<file path="config.mk">
export PLATFORM = sky130hd
export DESIGN_NAME = input_framer
export DESIGN_NICKNAME = d
export VERILOG_FILES = /design/src/rtl/input_framer_pkg.sv /design/src/rtl/stream_fifo.sv /design/src/rtl/input_framer.sv
export SDC_FILE = /design/constraint.sdc
export NUM_CORES = 1
export LEC_CHECK = 0
export ABC_AREA = 1
export BUFFER_PORTS_ARGS = -buffer_cell sky130_fd_sc_hd__buf_2
export CORE_ASPECT_RATIO = 1.2
export CORE_MARGIN = 8
export CORE_UTILIZATION = 60
export DETAILED_ROUTE_END_ITERATION = 7
export PLACE_DENSITY = 0.82
export SYNTH_ARGS = -nofsm -noshare
export SYNTH_HDL_FRONTEND = slang
export SYNTH_SLANG_ARGS = --single-unit
</file>
<file path="constraint.sdc">
create_clock -name i_clk -period 11.26 [get_ports i_clk]
set_input_delay 2.252 -clock i_clk [delete_from_list [all_inputs] [get_ports i_clk]]
set_output_delay 2.252 -clock i_clk [all_outputs]
set_load 0.01 [all_outputs]
</file>
<file path="src/rtl/input_framer_pkg.sv">
// Shared types and constants for the FFT input framer.
package input_framer_pkg;

   // Framer control states
   typedef enum logic [1:0] {
      ST_RST    = 2'd0,
      ST_CFG    = 2'd1,
      ST_STREAM = 2'd2
   } state_e;

   // Sample layout: [31:16] imaginary, [15:0] real
   localparam int SAMPLE_W = 32;
   localparam int FIELD_W  = 16;
   localparam int CFG_W    = 16;

   // Forward transform configuration word
   localparam logic [CFG_W-1:0] CFG_WORD_DEF = 16'h0001;

endpackage

</file>
<file path="src/rtl/stream_fifo.sv">
// Synchronous FIFO, no pass-through: a word written in one cycle is
// visible on o_data from the next cycle. Depth must be a power of two.
module stream_fifo #(
   parameter int WIDTH = 32,
   parameter int DEPTH = 8
) (
   input  logic             i_clk,
   input  logic             i_rst,
   input  logic             i_push,
   input  logic [WIDTH-1:0] i_data,
   input  logic             i_pop,
   output logic [WIDTH-1:0] o_data,
   output logic             o_full,
   output logic             o_empty
);

   localparam int PTR_W = (DEPTH > 1) ? $clog2(DEPTH) : 1;
   localparam int CNT_W = PTR_W + 1;
   localparam logic [CNT_W-1:0] FULL_CNT = CNT_W'(DEPTH);

   logic [DEPTH-1:0][WIDTH-1:0] mem_q, mem_d;
   logic [PTR_W-1:0]            wr_ptr_q, wr_ptr_d;
   logic [PTR_W-1:0]            rd_ptr_q, rd_ptr_d;
   logic [CNT_W-1:0]            cnt_q, cnt_d;
   logic                        wr_en, rd_en;

   assign o_full  = (cnt_q == FULL_CNT);
   assign o_empty = (cnt_q == '0);
   assign wr_en   = i_push && !o_full;
   assign rd_en   = i_pop && !o_empty;
   assign o_data  = mem_q[rd_ptr_q];

   // Next storage, pointers (wrap naturally at DEPTH) and occupancy
   always_comb begin
      mem_d    = mem_q;
      wr_ptr_d = wr_ptr_q;
      rd_ptr_d = rd_ptr_q;
      cnt_d    = cnt_q;
      if (wr_en) begin
         mem_d[wr_ptr_q] = i_data;
         wr_ptr_d        = wr_ptr_q + PTR_W'(1);
      end
      if (rd_en) begin
         rd_ptr_d = rd_ptr_q + PTR_W'(1);
      end
      case ({wr_en, rd_en})
         2'b10:   cnt_d = cnt_q + CNT_W'(1);
         2'b01:   cnt_d = cnt_q - CNT_W'(1);
         default: cnt_d = cnt_q;
      endcase
   end

   // Storage is cleared on reset so the read port shows zero while idle
   always_ff @(posedge i_clk or posedge i_rst) begin
      if (i_rst) begin
         mem_q    <= '0;
         wr_ptr_q <= '0;
         rd_ptr_q <= '0;
         cnt_q    <= '0;
      end else begin
         mem_q    <= mem_d;
         wr_ptr_q <= wr_ptr_d;
         rd_ptr_q <= rd_ptr_d;
         cnt_q    <= cnt_d;
      end
   end

endmodule

</file>
<file path="src/rtl/input_framer.sv">
// Buffers upstream samples, sends the FFT config word, then streams
// samples in frames of FRAME_LEN with a last marker on the final one.
// Config re-send requests are deferred to the next frame boundary.
module input_framer
   import input_framer_pkg::*;
#(
   parameter int                FRAME_LEN  = 1024,
   parameter int                FIFO_DEPTH = 8,
   parameter logic [CFG_W-1:0]  CFG_WORD   = CFG_WORD_DEF
) (
   input  logic                i_clk,
   input  logic                i_rst,
   input  logic [SAMPLE_W-1:0] i_data,
   input  logic                i_data_valid,
   output logic                o_data_ready,
   output logic [SAMPLE_W-1:0] o_data,
   output logic                o_data_valid,
   output logic                o_data_last,
   input  logic                i_data_ready,
   output logic [CFG_W-1:0]    o_cfg_data,
   output logic                o_cfg_valid,
   input  logic                i_cfg_ready,
   input  logic                i_cfg_req,
   output logic [15:0]         o_frame_cnt
);

   localparam int CNT_W = $clog2(FRAME_LEN);
   localparam logic [CNT_W-1:0] LAST_IDX = CNT_W'(FRAME_LEN - 1);

   state_e           state_q, state_d;
   logic [CNT_W-1:0] smp_cnt_q, smp_cnt_d;
   logic [15:0]      frame_cnt_q, frame_cnt_d;
   logic             pend_q, pend_d;

   logic fifo_full, fifo_empty;
   logic fifo_push, fifo_pop;
   logic out_xfer, cfg_xfer, last_xfer;

   // Acceptance is independent of FSM state beyond the reset hold-off
   assign fifo_push   = i_data_valid && o_data_ready;
   assign out_xfer    = o_data_valid && i_data_ready;
   assign fifo_pop    = out_xfer;
   assign cfg_xfer    = o_cfg_valid && i_cfg_ready;
   assign last_xfer   = out_xfer && (smp_cnt_q == LAST_IDX);
   assign o_data_last = o_data_valid && (smp_cnt_q == LAST_IDX);
   assign o_cfg_data  = CFG_WORD;
   assign o_frame_cnt = frame_cnt_q;

   stream_fifo #(
      .WIDTH (SAMPLE_W),
      .DEPTH (FIFO_DEPTH)
   ) u_fifo (
      .i_clk   (i_clk),
      .i_rst   (i_rst),
      .i_push  (fifo_push),
      .i_data  (i_data),
      .i_pop   (fifo_pop),
      .o_data  (o_data),
      .o_full  (fifo_full),
      .o_empty (fifo_empty)
   );

   // State register
   always_ff @(posedge i_clk or posedge i_rst) begin
      if (i_rst) state_q <= ST_RST;
      else       state_q <= state_d;
   end

   // Next state: config first, re-config only on a frame boundary
   always_comb begin
      state_d = state_q;
      case (state_q)
         ST_RST:    state_d = ST_CFG;
         ST_CFG:    if (cfg_xfer) state_d = ST_STREAM;
         ST_STREAM: if (last_xfer && pend_q) state_d = ST_CFG;
         default:   state_d = ST_RST;
      endcase
   end

   // Per-state output qualifiers
   always_comb begin
      o_cfg_valid  = 1'b0;
      o_data_valid = 1'b0;
      o_data_ready = 1'b0;
      case (state_q)
         ST_CFG: begin
            o_cfg_valid  = 1'b1;
            o_data_ready = !fifo_full;
         end
         ST_STREAM: begin
            o_data_valid = !fifo_empty;
            o_data_ready = !fifo_full;
         end
         default: ;
      endcase
   end

   // Sample/frame counters and the sticky re-send request
   always_comb begin
      smp_cnt_d   = smp_cnt_q;
      frame_cnt_d = frame_cnt_q;
      pend_d      = pend_q;
      if (out_xfer) begin
         if (smp_cnt_q == LAST_IDX) begin
            smp_cnt_d   = '0;
            frame_cnt_d = frame_cnt_q + 16'd1;
         end else begin
            smp_cnt_d = smp_cnt_q + CNT_W'(1);
         end
      end
      // Consumed only when it redirects the FSM; a pulse landing in the
      // same cycle survives for the following frame end.
      if (state_q == ST_STREAM && last_xfer && pend_q) pend_d = 1'b0;
      if (i_cfg_req) pend_d = 1'b1;
   end

   // Counter and flag registers
   always_ff @(posedge i_clk or posedge i_rst) begin
      if (i_rst) begin
         smp_cnt_q   <= '0;
         frame_cnt_q <= '0;
         pend_q      <= 1'b0;
      end else begin
         smp_cnt_q   <= smp_cnt_d;
         frame_cnt_q <= frame_cnt_d;
         pend_q      <= pend_d;
      end
   end

endmodule

</file>
==> key figures <==
Synth
  • Post-synthesis average cell area: 8.48 um^2
  • Ys flop type: dfrtp_1
  • Netlist Area Pre-Place: 0.0141 mm^2
  • Share of the synthesized area in the top cell type: 0.524
  • Post-Synth Simple-Gate Area: 0.192
  • Synth Warn #: 0
  • Synth cell types: 37
  • XOR/XNOR share of the synthesized area: 0.0131
  • Complex-gate fraction of the synthesized area: 0.180
  • Synth Area in Adders: 0.00888
  • Register area share after synthesis: 0.524
  • FFs w/ async S/R, synth: 1.00
  • Cells after synthesis: 1661
  • Post-synthesis mux area share: 0.000800
  • Largest family of logic cells by synthesized area: simple AND/OR/NAND/NOR gates
  • Main area contributors after synthesis: dfrtp_1 52%, nand2_1 11%, o21ai_0 7.3%
  • #FFs+latches synth: 295
  • EDFF count, synth: 0
  • Top-count cell post-synth: nand2_1
  • Leading area contributor after synthesis: dfrtp_1
  • Synth cell count leaders: 428 x nand2_1, 295 x dfrtp_1, 205 x o21ai_0, 198 x nor2_1, 170 x o21ai_1

Routing
  • DRT Wirelength: 32600 um
  • Routed WL per cell: 16.1 um
  • Vias per std cell: 5.67
  • Antenna viol nets, final: 0
  • Post-route DRC: 0
  • Starting DRC count in detailed routing: 1062
  • Detailed Routing Iterations Pass 1: 5
  • Vias: 11500

Pwr
  • PD cells: 299 mW/mm^2
  • Max VDD drop: 0.000174 V
  • Total power: 4.54 mW
  • Leak: 7.41 nW

GRT
  • Vias in the first global route: 11200
  • Gr usage total: 0.231
  • Initial antenna violation count: 0
  • Largest net degree at the start of global routing: 158
  • Global-route wire length before repair: 55500 um
  • Aggregate global routing overflow: 0

Setup path
  • CP endpoint kind: output pin
  • Setup Crit Path Kind: reg -> out
  • Required time worst endpoint: 9.01 ns
  • CP Buf/Inv Count: 3
  • Crit start category: flop
  • Critical Path AT: 3.52 ns
  • CP Max Fanout: 82
  • Worst-path cell chain: clkinv_2 -> buf_4 -> nor2_1 -> o21ai_0 -> a21oi_1 -> a31oi_1 -> buf_2
  • CP top delay family: buffers and inverters
  • Slowest stage cell on the critical path: dfrtp_4
  • Critical path's largest stage delay: 0.90 ns

Die
  • Core area: 0.0231 mm^2
  • Initial core utilization: 0.609
  • Die Span Y: 184 um
  • I/O pin count: 106
  • Die ar.: 0.0287 mm^2
  • Number of core rows: 61
  • Die X: 156 um

Cells and area
  • Ant diodes: 0
  • Design Area, Final: 0.0152 mm^2
  • Share of post-route cells with drive strength above 1: 0.121
  • Area Overhead vs Synth: 7.83%
  • Utilization after layout: 0.657
  • Nets: 1736

Run status
  • Status: completed

Timing
  • Final min period: 5.77 ns
  • Rel. slew slack: 0.280
  • Setup violations, final: 0
  • Clock Skew: 0.00734 ns
  • Worst-margin pin slew: 1.08 ns
  • TNS Setup: 0 ns
  • Fin crit share: 0.513
  • Pins over their slew limit: 0
  • FMAX: 173 MHz
  • Hold Fails Final Rpt: 0
  • RSZ-0062 raised after global routing: no

Clocking
  • CTS resizes: 0
  • Post-CTS Setup Inserts: 0
  • Total CTS buffers: 29
  • Clock buffer depth: 3
  • Reg clk slew, reported paths: 0.06 ns
  • Clock Latency Late Sink: 0.54 ns
  • CTS root buf: clkbuf_16
  • CTS tree: done
  • H-tree depth: 1
  • Post-CTS Hold Buffers: 0
  • CTS Sinks: 295

Run
  • Max cap viols: 0

Placement
  • Placed inst area: 0.0142 mm^2
  • Hpwl dp: 19100 um
  • GP Congestion: 0.815
  • # port buffers: 89

Min path
  • HP Class: reg -> reg
==> final cells by class <==
| type | instances | area [um^2] |
|---|---|---|
| tap | 315 | 394 |
| timing repair buffer | 97 | 505 |
| fill | 1861 | 7940 |
| multi-input combinational | 1194 | 5620 |
| clock inverter | 14 | 153 |
| inverter | 71 | 283 |
| clock buffer | 39 | 843 |
| sequential | 295 | 7390 |
==> layout by cell type, fill, tap and decap left out, drive strengths merged <==
master / netlist / routed
nand2: 439 / 439
o21ai: 404 / 404
dfrtp: 295 / 295
nor2: 203 / 203
buf: 76 / 97
inv: 70 / 69
clkbuf: 39 / 39
a21oi: 34 / 34
a31oi: 33 / 33
nand3: 17 / 17
conb: 2 / 16
xor2: 12 / 12
ha: 10 / 10
clkinv: 1 / 10
xnor2: 9 / 9
nand4: 6 / 6
nor3: 5 / 5
clkinvlp: 0 / 3
bufinv: 0 / 3
nand3b: 2 / 2
o211ai: 1 / 1
a21o: 1 / 1
mux2: 1 / 1
or2: 1 / 1
==> layer usage <==
layer / wire length, um / part of all wire / vias to the layer above / track usage
li1: - / - / 5466 / -
met1: 13900 / 0.43 / 5605 / 0.304
met2: 16200 / 0.50 / 360 / 0.394
met3: 1890 / 0.058 / 56 / 0.0315
met4: 682 / 0.021 / 0 / 0.0657
met5: 0 / 0 / - / 0.0123
==> logic make-up after synthesis <==
family,Yosys count
flops,295
buf+inv,186
mux,1
xor+xnor,21
simple gates,673
other cells,2
fa+ha+maj,10
compound gates,473
==> power breakdown <==
| part | leakage [nW] | switching (mW) | internal (mW) | total, mW |
|---|---|---|---|---|
| logic | 3.16 | 1.09 | 0.624 | 1.72 |
| registers | 3.75 | 0.309 | 1.52 | 1.83 |
| clock network | 0.491 | 0.402 | 0.592 | 0.994 |
| total | 7.41 | 1.80 | 2.73 | 4.54 |
==> final timing paths <==
check / startpoint / end / slack (ns) / cells after the start
max: u_fifo.rd_ptr_q[0] / o_data[5] / 5.49 / 7
min: u_fifo.mem_q[198] / u_fifo.mem_q[198] / 0.48 / 2
max reg2reg: state_q[0] / u_fifo.cnt_q[1] / 8.51 / 8
min reg2reg: u_fifo.mem_q[198] / u_fifo.mem_q[198] / 0.48 / 2
max in group asynchronous: i_rst / u_fifo.mem_q[229] / 7.72 / 3
min in group asynchronous: i_rst / o_frame_cnt[7] / 1.96 / 2
==> flip-flops by register name, summed over array words and instances, names as in the netlist <==
register         count
o_frame_cnt         16
u_fifo.mem_q       256
u_fifo.wr_ptr_q      3
u_fifo.rd_ptr_q      3
pend_q               1
state_q              2
u_fifo.cnt_q         4
smp_cnt_q           10
==> stage by stage <==
stage,cells,worst slack (ns),hold WS [ns]
after floorplan,1675,0.861,0.448
after global placement,1972,6.08,0.459
after detailed placement,1972,6.08,0.468
after CTS,2025,5.47,0.484
after global routing,2025,5.22,0.500
final,2025,5.49,0.477
==> worst register-to-register path, delay by kind of cell (launching register included) <==
family | cells | cell delay [ns]
and+or+nand+nor | 2 | 0.87
adders and majority gates | 3 | 0.82
DFF | 1 | 0.40
muxes | 1 | 0.26
xor gates and xnor gates | 1 | 0.22
buffers and inverters | 1 | 0.08
No activity file was read; power rests on OpenSTA's default activity.
